--- src/rtl/kf76489_pkg.sv ---
// Shared types and byte-format helpers for the KF76489 write sequencer.
package kf76489_pkg;

  localparam int unsigned ADDR_W  = 3;
  localparam int unsigned VALUE_W = 10;
  localparam int unsigned BYTE_W  = 8;
  localparam int unsigned ENTRY_W = ADDR_W + VALUE_W;

  localparam logic              LATCH_BIT = 1'b1;
  localparam logic [BYTE_W-1:0] BUS_IDLE  = 8'hFF;

  typedef enum logic [ADDR_W-1:0] {
    REG_T1_FREQ    = 3'b000,
    REG_T3_FREQ    = 3'b001,
    REG_T2_FREQ    = 3'b010,
    REG_NOISE_CTRL = 3'b011,
    REG_T1_ATT     = 3'b100,
    REG_T3_ATT     = 3'b101,
    REG_T2_ATT     = 3'b110,
    REG_NOISE_ATT  = 3'b111
  } reg_code_e;

  typedef struct packed {
    logic [ADDR_W-1:0]  addr;
    logic [VALUE_W-1:0] value;
  } cmd_t;

  typedef enum logic [1:0] {
    ST_IDLE   = 2'd0,
    ST_STROBE = 2'd1,
    ST_GAP    = 2'd2
  } seq_state_e;

  // Tone frequency registers carry 10 bits and need a trailing data byte.
  function automatic logic is_two_byte(input logic [ADDR_W-1:0] addr);
    reg_code_e code;
    code = reg_code_e'(addr);
    return (code == REG_T1_FREQ) || (code == REG_T2_FREQ) || (code == REG_T3_FREQ);
  endfunction

  function automatic logic [BYTE_W-1:0] latch_byte(input cmd_t cmd);
    return {cmd.value[3:0], cmd.addr, LATCH_BIT};
  endfunction

  function automatic logic [BYTE_W-1:0] data_byte(input cmd_t cmd);
    return {1'b0, cmd.value[9:4], 1'b0};
  endfunction

endpackage

--- src/rtl/kf76489_cmd_fifo.sv ---
// Command FIFO: power-of-two depth, count disambiguates full from empty.
module kf76489_cmd_fifo
  import kf76489_pkg::*;
#(
  parameter int unsigned DEPTH = 4
) (
  input  logic                   clock,
  input  logic                   reset,
  input  logic                   push,
  input  cmd_t                   push_data,
  input  logic                   pop,
  input  logic                   flush,
  output cmd_t                   pop_data,
  output logic                   full,
  output logic                   empty,
  output logic [$clog2(DEPTH):0] count
);

  localparam int unsigned PTR_W = $clog2(DEPTH);
  localparam int unsigned CNT_W = PTR_W + 1;

  cmd_t             mem [DEPTH];
  logic [PTR_W-1:0] wr_ptr;
  logic [PTR_W-1:0] rd_ptr;
  logic             do_push;
  logic             do_pop;

  assign full     = (count == CNT_W'(DEPTH));
  assign empty    = (count == '0);
  assign do_pop   = pop && !empty;
  assign do_push  = push && (!full || do_pop);
  assign pop_data = mem[rd_ptr];

  // Pointer and occupancy bookkeeping; flush overrides any push or pop.
  always_ff @(posedge clock) begin
    if (reset || flush) begin
      wr_ptr <= '0;
      rd_ptr <= '0;
      count  <= '0;
    end else begin
      if (do_push) wr_ptr <= wr_ptr + PTR_W'(1);
      if (do_pop)  rd_ptr <= rd_ptr + PTR_W'(1);
      case ({do_push, do_pop})
        2'b10:   count <= count + CNT_W'(1);
        2'b01:   count <= count - CNT_W'(1);
        default: count <= count;
      endcase
    end
  end

  always_ff @(posedge clock) begin
    if (!reset && !flush && do_push) mem[wr_ptr] <= push_data;
  end

endmodule

--- src/rtl/kf76489_write_sequencer.sv ---
// Queues register writes and serialises them onto the KF76489 CE_N/WE_N/D_IN bus
// with programmable strobe width and recovery gap.
module kf76489_write_sequencer
  import kf76489_pkg::*;
#(
  parameter int unsigned FIFO_DEPTH    = 4,
  parameter int unsigned STROBE_CYCLES = 1,
  parameter int unsigned GAP_CYCLES    = 1
) (
  input  logic                        clock,
  input  logic                        reset,
  input  logic                        cmd_valid,
  output logic                        cmd_ready,
  input  logic [ADDR_W-1:0]           cmd_addr,
  input  logic [VALUE_W-1:0]          cmd_value,
  input  logic                        flush,
  output logic                        busy,
  output logic [$clog2(FIFO_DEPTH):0] fifo_count,
  output logic                        CE_N,
  output logic                        WE_N,
  output logic [BYTE_W-1:0]           D_IN
);

  localparam int unsigned CNT_MAX = (STROBE_CYCLES > GAP_CYCLES) ? STROBE_CYCLES : GAP_CYCLES;
  localparam int unsigned CNT_W   = (CNT_MAX > 1) ? $clog2(CNT_MAX) : 1;

  seq_state_e        state;
  seq_state_e        state_nxt;
  logic [CNT_W-1:0]  cnt;
  logic [CNT_W-1:0]  cnt_nxt;
  logic              pop;
  logic              fifo_full;
  logic              fifo_empty;
  cmd_t              fifo_out;
  logic              strobe_done;
  logic              gap_done;

  logic              pend_q;
  logic              pend_nxt;
  logic [BYTE_W-1:0] pend_byte_q;
  logic [BYTE_W-1:0] pend_byte_nxt;
  logic              ce_n_nxt;
  logic [BYTE_W-1:0] d_in_nxt;

  assign cmd_ready   = !reset && !fifo_full;
  assign busy        = (fifo_count != '0) || (state != ST_IDLE);
  assign strobe_done = (cnt == CNT_W'(STROBE_CYCLES - 1));
  assign gap_done    = (cnt == CNT_W'(GAP_CYCLES - 1));

  kf76489_cmd_fifo #(
    .DEPTH (FIFO_DEPTH)
  ) u_fifo (
    .clock     (clock),
    .reset     (reset),
    .push      (cmd_valid && cmd_ready),
    .push_data (cmd_t'{addr: cmd_addr, value: cmd_value}),
    .pop       (pop),
    .flush     (flush),
    .pop_data  (fifo_out),
    .full      (fifo_full),
    .empty     (fifo_empty),
    .count     (fifo_count)
  );

  always_ff @(posedge clock) begin
    if (reset) begin
      state <= ST_IDLE;
      cnt   <= '0;
    end else begin
      state <= state_nxt;
      cnt   <= cnt_nxt;
    end
  end

  // Next state, phase counter and FIFO pop; a pending data byte always beats the queue.
  always_comb begin
    state_nxt = state;
    cnt_nxt   = cnt;
    pop       = 1'b0;
    case (state)
      ST_IDLE: begin
        cnt_nxt = '0;
        if (!fifo_empty) begin
          pop       = 1'b1;
          state_nxt = ST_STROBE;
        end
      end
      ST_STROBE: begin
        if (strobe_done) begin
          cnt_nxt   = '0;
          state_nxt = ST_GAP;
        end else begin
          cnt_nxt = cnt + CNT_W'(1);
        end
      end
      ST_GAP: begin
        if (gap_done) begin
          cnt_nxt = '0;
          if (pend_q) begin
            state_nxt = ST_STROBE;
          end else if (!fifo_empty) begin
            pop       = 1'b1;
            state_nxt = ST_STROBE;
          end else begin
            state_nxt = ST_IDLE;
          end
        end else begin
          cnt_nxt = cnt + CNT_W'(1);
        end
      end
      default: begin
        cnt_nxt   = '0;
        state_nxt = ST_IDLE;
      end
    endcase
  end

  // Next bus values, loaded at the same edge as the state transition.
  always_comb begin
    ce_n_nxt      = CE_N;
    d_in_nxt      = D_IN;
    pend_nxt      = pend_q;
    pend_byte_nxt = pend_byte_q;
    if (pop) begin
      ce_n_nxt      = 1'b0;
      d_in_nxt      = latch_byte(fifo_out);
      pend_nxt      = is_two_byte(fifo_out.addr);
      pend_byte_nxt = data_byte(fifo_out);
    end else if (state == ST_GAP && state_nxt == ST_STROBE) begin
      ce_n_nxt = 1'b0;
      d_in_nxt = pend_byte_q;
      pend_nxt = 1'b0;
    end else if (state == ST_STROBE && state_nxt == ST_GAP) begin
      ce_n_nxt = 1'b1;
    end else if (state == ST_GAP && state_nxt == ST_IDLE) begin
      d_in_nxt = BUS_IDLE;
    end
  end

  always_ff @(posedge clock) begin
    if (reset) begin
      CE_N        <= 1'b1;
      WE_N        <= 1'b1;
      D_IN        <= BUS_IDLE;
      pend_q      <= 1'b0;
      pend_byte_q <= '0;
    end else begin
      CE_N        <= ce_n_nxt;
      WE_N        <= ce_n_nxt;
      D_IN        <= d_in_nxt;
      pend_q      <= pend_nxt;
      pend_byte_q <= pend_byte_nxt;
    end
  end

endmodule

--- config.mk ---
export PLATFORM = sky130hd
export DESIGN_NAME = kf76489_write_sequencer
export DESIGN_NICKNAME = d
export VERILOG_FILES = /design/src/rtl/kf76489_pkg.sv /design/src/rtl/kf76489_cmd_fifo.sv /design/src/rtl/kf76489_write_sequencer.sv
export SDC_FILE = /design/constraint.sdc
export NUM_CORES = 1
export LEC_CHECK = 0
export CAP_MARGIN = 20
export CORE_ASPECT_RATIO = 1.25
export CORE_UTILIZATION = 40
export CTS_BUF_LIST = sky130_fd_sc_hd__clkbuf_8 sky130_fd_sc_hd__clkbuf_16
export CTS_CLUSTER_SIZE = 8
export DETAILED_ROUTE_END_ITERATION = 7
export SYNTH_ARGS = -nofsm -noshare
export SYNTH_HDL_FRONTEND = slang
export SYNTH_SLANG_ARGS = --single-unit
--- constraint.sdc ---
create_clock -name clock -period 2.9 [get_ports clock]
set_input_delay 0.58 -clock clock [delete_from_list [all_inputs] [get_ports clock]]
set_output_delay 0.58 -clock clock [all_outputs]
set_load 0.005 [all_outputs]
======== After elaboration in Yosys (flattened, before gate mapping) ========
Memory sizes are Yosys's and may differ from the RTL's. A register that Yosys moved wholly into a read port is not among the register bits.
Index checks and enable logic that the tools add are counted.
storage, ports and cells
  input port bits ......................... 17
  output and inout bits ................... 15
  flip-flop bits (word level) ............. 26
  RAM bits ................................ 52
  memories kept ........................... 1
memories
  name        depth  bits a word  rd ports  clocked after Yosys merged registers in  write ports  RTL line                source
  u_fifo.mem  4      13           1         1                                        1            kf76489_cmd_fifo.sv:22  cmd_t mem [DEPTH];
operators by class
  reductions and logical operators ........ 34
  muxes and demuxes ....................... 24
  bitwise gates (word level) .............. 2
  equality and inequality tests ........... 11
  $add $sub $neg .......................... 5
operators with widths
  cell                                                                     number
  8-bit two-way mux                                                        4
  1-bit two-way mux                                                        12
  2-bit two-way mux                                                        5
  1-bit logical AND                                                        9
  3-bit nonzero test                                                       3
  2-bit nonzero test                                                       4
  2-bit by 1-bit equality test with 1-bit output, second input constant    3
  2-bit equality test, second input constant                               3
  3-bit zero test                                                          2
  2-bit case mux with 3 select lines                                       1
  3-bit case mux with 2 select lines                                       1
  1-bit logical OR                                                         5
  2-bit by 1-bit adder with 2-bit output, second input constant            2
  1-bit zero test                                                          4
  2-bit zero test                                                          2
  2-bit AND reduction                                                      2
  2-bit OR reduction                                                       2
  3-bit by 1-bit adder with 3-bit output, second input constant            1
  3-bit by 1-bit equality test with 1-bit output, second input constant    1
  3-bit by 2-bit equality test with 1-bit output, second input constant    1
  3-bit equality test, second input constant                               1
  3-bit by 2-bit inequality test with 1-bit output, second input constant  1
  3-bit OR reduction                                                       1
  3-bit by 1-bit subtractor with 3-bit output, second input constant       1
  4 further kinds                                                          5

======== Logic depth before layout (Yosys ltp) ========
  depth after elaboration ................. 11
  mapped depth ............................ 11

======== Cells and area by module ========
From an unflattened synthesis, not the netlist that was laid out.
unflattened totals
  cells, all modules ...................... 236
  area, all modules ....................... 3319.4 µm²
modules (own cells, without submodules)
  module                   area an instance (µm²)  cells an instance  seq. area each (µm²)  instances
  kf76489_cmd_fifo         2366.0                  122                1741.7                1
  kf76489_write_sequencer  953.4                   114                380.4                 1

======== Worst setup path after synthesis ========
Ideal clock, no wire load.
  path type ............................... flip-flop to flip-flop
  from .................................... register state[0]
  to ...................................... register u_fifo.count[2]
  buffers on the path ..................... 1
  clock period less this slack ............ 2.574 ns
  stages on the path, launching flop included .. 12
  slack ................................... 0.326 ns
  library setup time ...................... 0.070 ns
  data arrival time ....................... 2.504 ns
  path through ............................ dfxtp_1 -> inv_1 -> ha_1 -> nor3b_1 -> o21ai_1 -> inv_1 -> clkbuf_1 -> ha_1 -> fa_1 -> xnor2_1 -> or3_1 -> a21oi_1
on the way
  cells in the longest elaborated chain, start to end .. 7
  elaborated cells between the ends (all ways) .. 10
  classes of those cells .................. eq/ne (3); mux (2); reduce/logical (5)
ends and longest elaborated chain
  what                                                                                          RTL line                       source
  start: declaration                                                                            kf76489_write_sequencer.sv:27  seq_state_e state;
  start signal: assignment                                                                      kf76489_write_sequencer.sv:70  state <= state_nxt;
  2-bit equality test / 2-bit zero test (equally long branches)                                 kf76489_write_sequencer.sv:80  case (state)
  1-bit case mux with 2 select lines (*)                                                        kf76489_write_sequencer.sv:80
  1-bit logical AND (*)                                                                         kf76489_cmd_fifo.sv:30         assign do_pop = pop && !empty;
  net u_fifo.do_pop                                                                             kf76489_cmd_fifo.sv:26         logic do_pop;
  1-bit logical OR                                                                              kf76489_cmd_fifo.sv:31         assign do_push = push && (!full || do_pop);
  1-bit logical AND                                                                             kf76489_cmd_fifo.sv:31
  2-bit by 1-bit equality test with 1-bit output / 2-bit equality test (equally long branches)  kf76489_cmd_fifo.sv:43         case ({do_push, do_pop})
  3-bit case mux with 2 select lines / 2-bit nonzero test (equally long branches)               -
  end signal: assignment                                                                        kf76489_cmd_fifo.sv:44         2'b10: count <= count + CNT_W'(1);
  end signal: assignment                                                                        kf76489_cmd_fifo.sv:45         2'b01: count <= count - CNT_W'(1);
  end signal: assignment                                                                        kf76489_cmd_fifo.sv:46         default: count <= count;
  end: declaration                                                                              kf76489_cmd_fifo.sv:16         output logic [$clog2(DEPTH):0] count
The timed path passes the listed nets; every way through them passes the cells marked *.
A chain may end at the register's enable or synchronous reset.

======== Worst setup path after layout ========
  from .................................... register state[1]
  to ...................................... output busy
on the way
  cells in the longest elaborated chain, start to end .. 2
ends and longest elaborated chain
  what                RTL line                       source
  2-bit nonzero test  kf76489_write_sequencer.sv:46  assign busy = (fifo_count != '0) || (state != ST_IDLE);
  1-bit logical OR    kf76489_write_sequencer.sv:46
  end: declaration    kf76489_write_sequencer.sv:17  output logic busy,
No other way between the ends.

==> reports/qor.txt <==
unrepaired setup endpoints after global routing: no
die area: 8430 µm²
H-tree Lvls: 3
Synthesized Nets: 251
crit end category: output pin
nets@finish: 291
Max Buffers Root-to-Sink: 2
setup bufs post-CTS: 0
pins over their slew limit: 0
Max-slew headroom: 53.2%
drt wl/cell: 15.0 µm
Sw Ratio: 24.7%
Final Setup Violations: 0
Post-synth EDFFs: 52
Post-DRT Antenna Nets: 0
Cell Area, Placed: 3670 µm²
DRT met1 WL: 2510 µm
sequential share of the synthesized area: 65.8%
worst-path fanout max: 7
Max-Cap Viols: 0
DIE HEIGHT: 102 µm
ANT cells: 0
share of the synthesized area in the top cell type: 48.4%
Detailed Route WL: 5460 µm
global placement routability congestion: 0.722
Leakage: 1.32 nW
critical path's slowest cell: or4b_4
post_cts resized: 0
Worst R2R Setup Slack: 480 ps
Root Driver: clkbuf_8
TritonCTS Buffers: 9
library cells used by synthesis: 42
crit start category: flip-flop
setup TNS: 0 ps
Hold Path Class: flip-flop to flip-flop
first-pass detailed-route iteration total: 4
vias per cell: 5.05
Initial Util: 41.4%
worst path required time: 2320 ps
Worst-Skew Late Latency: 350 ps
Sink Count: 80
CP peak stage delay: 500 ps
Top Ports: 32
crit path time final: 2610 ps
met2 WL: 2710 µm
Mapped Cells: 224
combinational power share: 10.6%
gr ovfl total: 0
leading cell type in the layout, fill and taps excluded: edfxtp_1
CP top delay family: buffers and inverters
commonest cells after routing, fill and taps aside: 52 x edfxtp_1, 31 x clkdlybuf4s50_1, 28 x dfxtp_1
Clock Pin Slew Worst Setup and Hold Paths: 80 ps
WP depth: 4
final instance area: 3850 µm²
outcome: finished clean
Top Metal Used: met4
Worst Path Buf+Inv: 2
fill count: 691
PwrDens: 584 nW/µm²
final core utilization: 49.4%
WL met3: 158 µm
Post-DP HPWL: 3630 µm
# DRC: 0
DR vias: 1838
Layout area overhead: 19.4%
Tightest Pin Transition: 695 ps
Final Total Pwr: 0.00225 W
crit-path cells: inv_1 -> ha_1 -> or4b_4 -> clkdlybuf4s50_1
Clock power frac: 32.9%
vias in the first global route: 1724
Hold-fix buffers, CTS: 0
GRT Total Usage: 14.7%
Int Power: 0.00169 W
num rows: 36
FFs w/ async S/R, synth: 0%
WP data arrival: 2030 ps
CTS tree: yes
main flop type after synthesis: edfxtp_1
post-synth top area cell: edfxtp_1
Max IR drop VDD: 0.000321 V
Starting DRT DRC Count: 75
layout cells sized above 1: 14.9%
WS Path Type: flip-flop to output pin
period utilisation layout: 89.9%
syn avg cell area: 14.4 µm²
Flop pwr share: 56.5%
port bufs: 31
post-synth design cell area: 3220 µm²
first-pass GRT wire length: 8800 µm
Synth Register Bits: 80
Reg2Reg Depth: 10
largest net degree at the start of global routing: 26
Hold Vio Cnt, Final: 0
core area: 7790 µm²
fmax: 384 MHz
Worst Clk Skew: 8.31 ps
WHS Path Cells: 2
total of warnings raised by yosys: 0
die width: 82.3 µm
P_sw: 0.000555 W
initial antenna violation count: 0
Synth area leaders: edfxtp_1 48%, dfxtp_1 17%, mux4_2 9.1%
## Yosys cell counts, types with 3 or more instances
master,instances
o21a_1,8
mux4_2,13
o21ai_0,5
ha_1,9
dfxtp_1,28
inv_1,10
nor3_1,4
or3_1,3
nor2_1,13
xnor2_1,3
nand3_1,3
clkbuf_1,7
and2_1,4
edfxtp_1,52
a31oi_1,5
nand2_1,18
a21oi_1,10
## worst min-delay path: stages (launching register included)
cell and delay, ps:
dfxtp_1 310, nand2_1 50, a21oi_1 50
## metal layers
| metal | vias up | global-route usage (%) |
|---|---|---|
| met5 | - | 0 |
| met4 | 0 | 6.88 |
| met3 | 9 | 3.75 |
| met2 | 29 | 23.3 |
| met1 | 878 | 18.9 |
| li1 | 922 | - |
## through the flow
stage,instances,setup slack [ps],hold slack (ps)
6_report,364,294,461
2_1_floorplan,224,326,432
3_5_place_dp,348,217,449
5_1_grt,364,167,474
3_3_place_gp,348,296,439
4_1_cts,364,266,461
## power groups by stage
| stage | Sequential [W] | Combinational, W | Clock, W |
|---|---|---|---|
| 6_report | 0.00127 | 0.000238 | 0.000741 |
| 5_1_grt | 0.00127 | 0.000266 | 0.000816 |
| 4_1_cts | 0.00127 | 0.000242 | 0.000758 |
| 3_5_place_dp | 0.00130 | 0.000240 | 0 |
| 3_3_place_gp | 0.00129 | 0.000239 | 0 |
| 2_1_floorplan | 0.00129 | 0.000143 | 0 |
## logic make-up (layout without fill, tap and decap cells)
family                   Yosys count  count (layout)  synth area share, %
XOR/XNOR                           5               5                 1.36
other                              1               1                0.116
multiplexers                      15              15                 9.70
flip-flops                        80              80                 65.8
AND/OR/NAND/NOR                   53              53                 8.03
adder cells (fa/ha/maj)           10              10                 4.11
buffers and inverters             20              65                 2.52
AO/OA/AOI/OAI                     40              40                 8.34
## cell type report
type	instances	area [µm²]	share of cell area, %
Tap cell	95	119	3.09
Inverter	10	37.5	0.975
Clock inverter	7	55.1	1.43
Multi-Input combinational cell	124	1020	26.5
Sequential cell	80	2120	55.1
Clock buffer	9	124	3.22
Timing Repair Buffer	39	370	9.62
## sequential cells by signal, indices dropped and copies added (netlist names), named ones only
signal         cells
WE_N               1
cnt                1
state              2
u_fifo.mem        52
u_fifo.rd_ptr      2
u_fifo.wr_ptr      2
pend_byte_q        6
D_IN               8
pend_q             1
u_fifo.count       3
## final timing paths
kind | from | to
setup / recovery | state[1] | busy
hold / removal | pend_byte_q[4] | pend_byte_q[4]
setup reg to reg | state[0] | u_fifo.count[2]
hold reg to reg | pend_byte_q[4] | pend_byte_q[4]
Power figures use the tool's default switching activity.
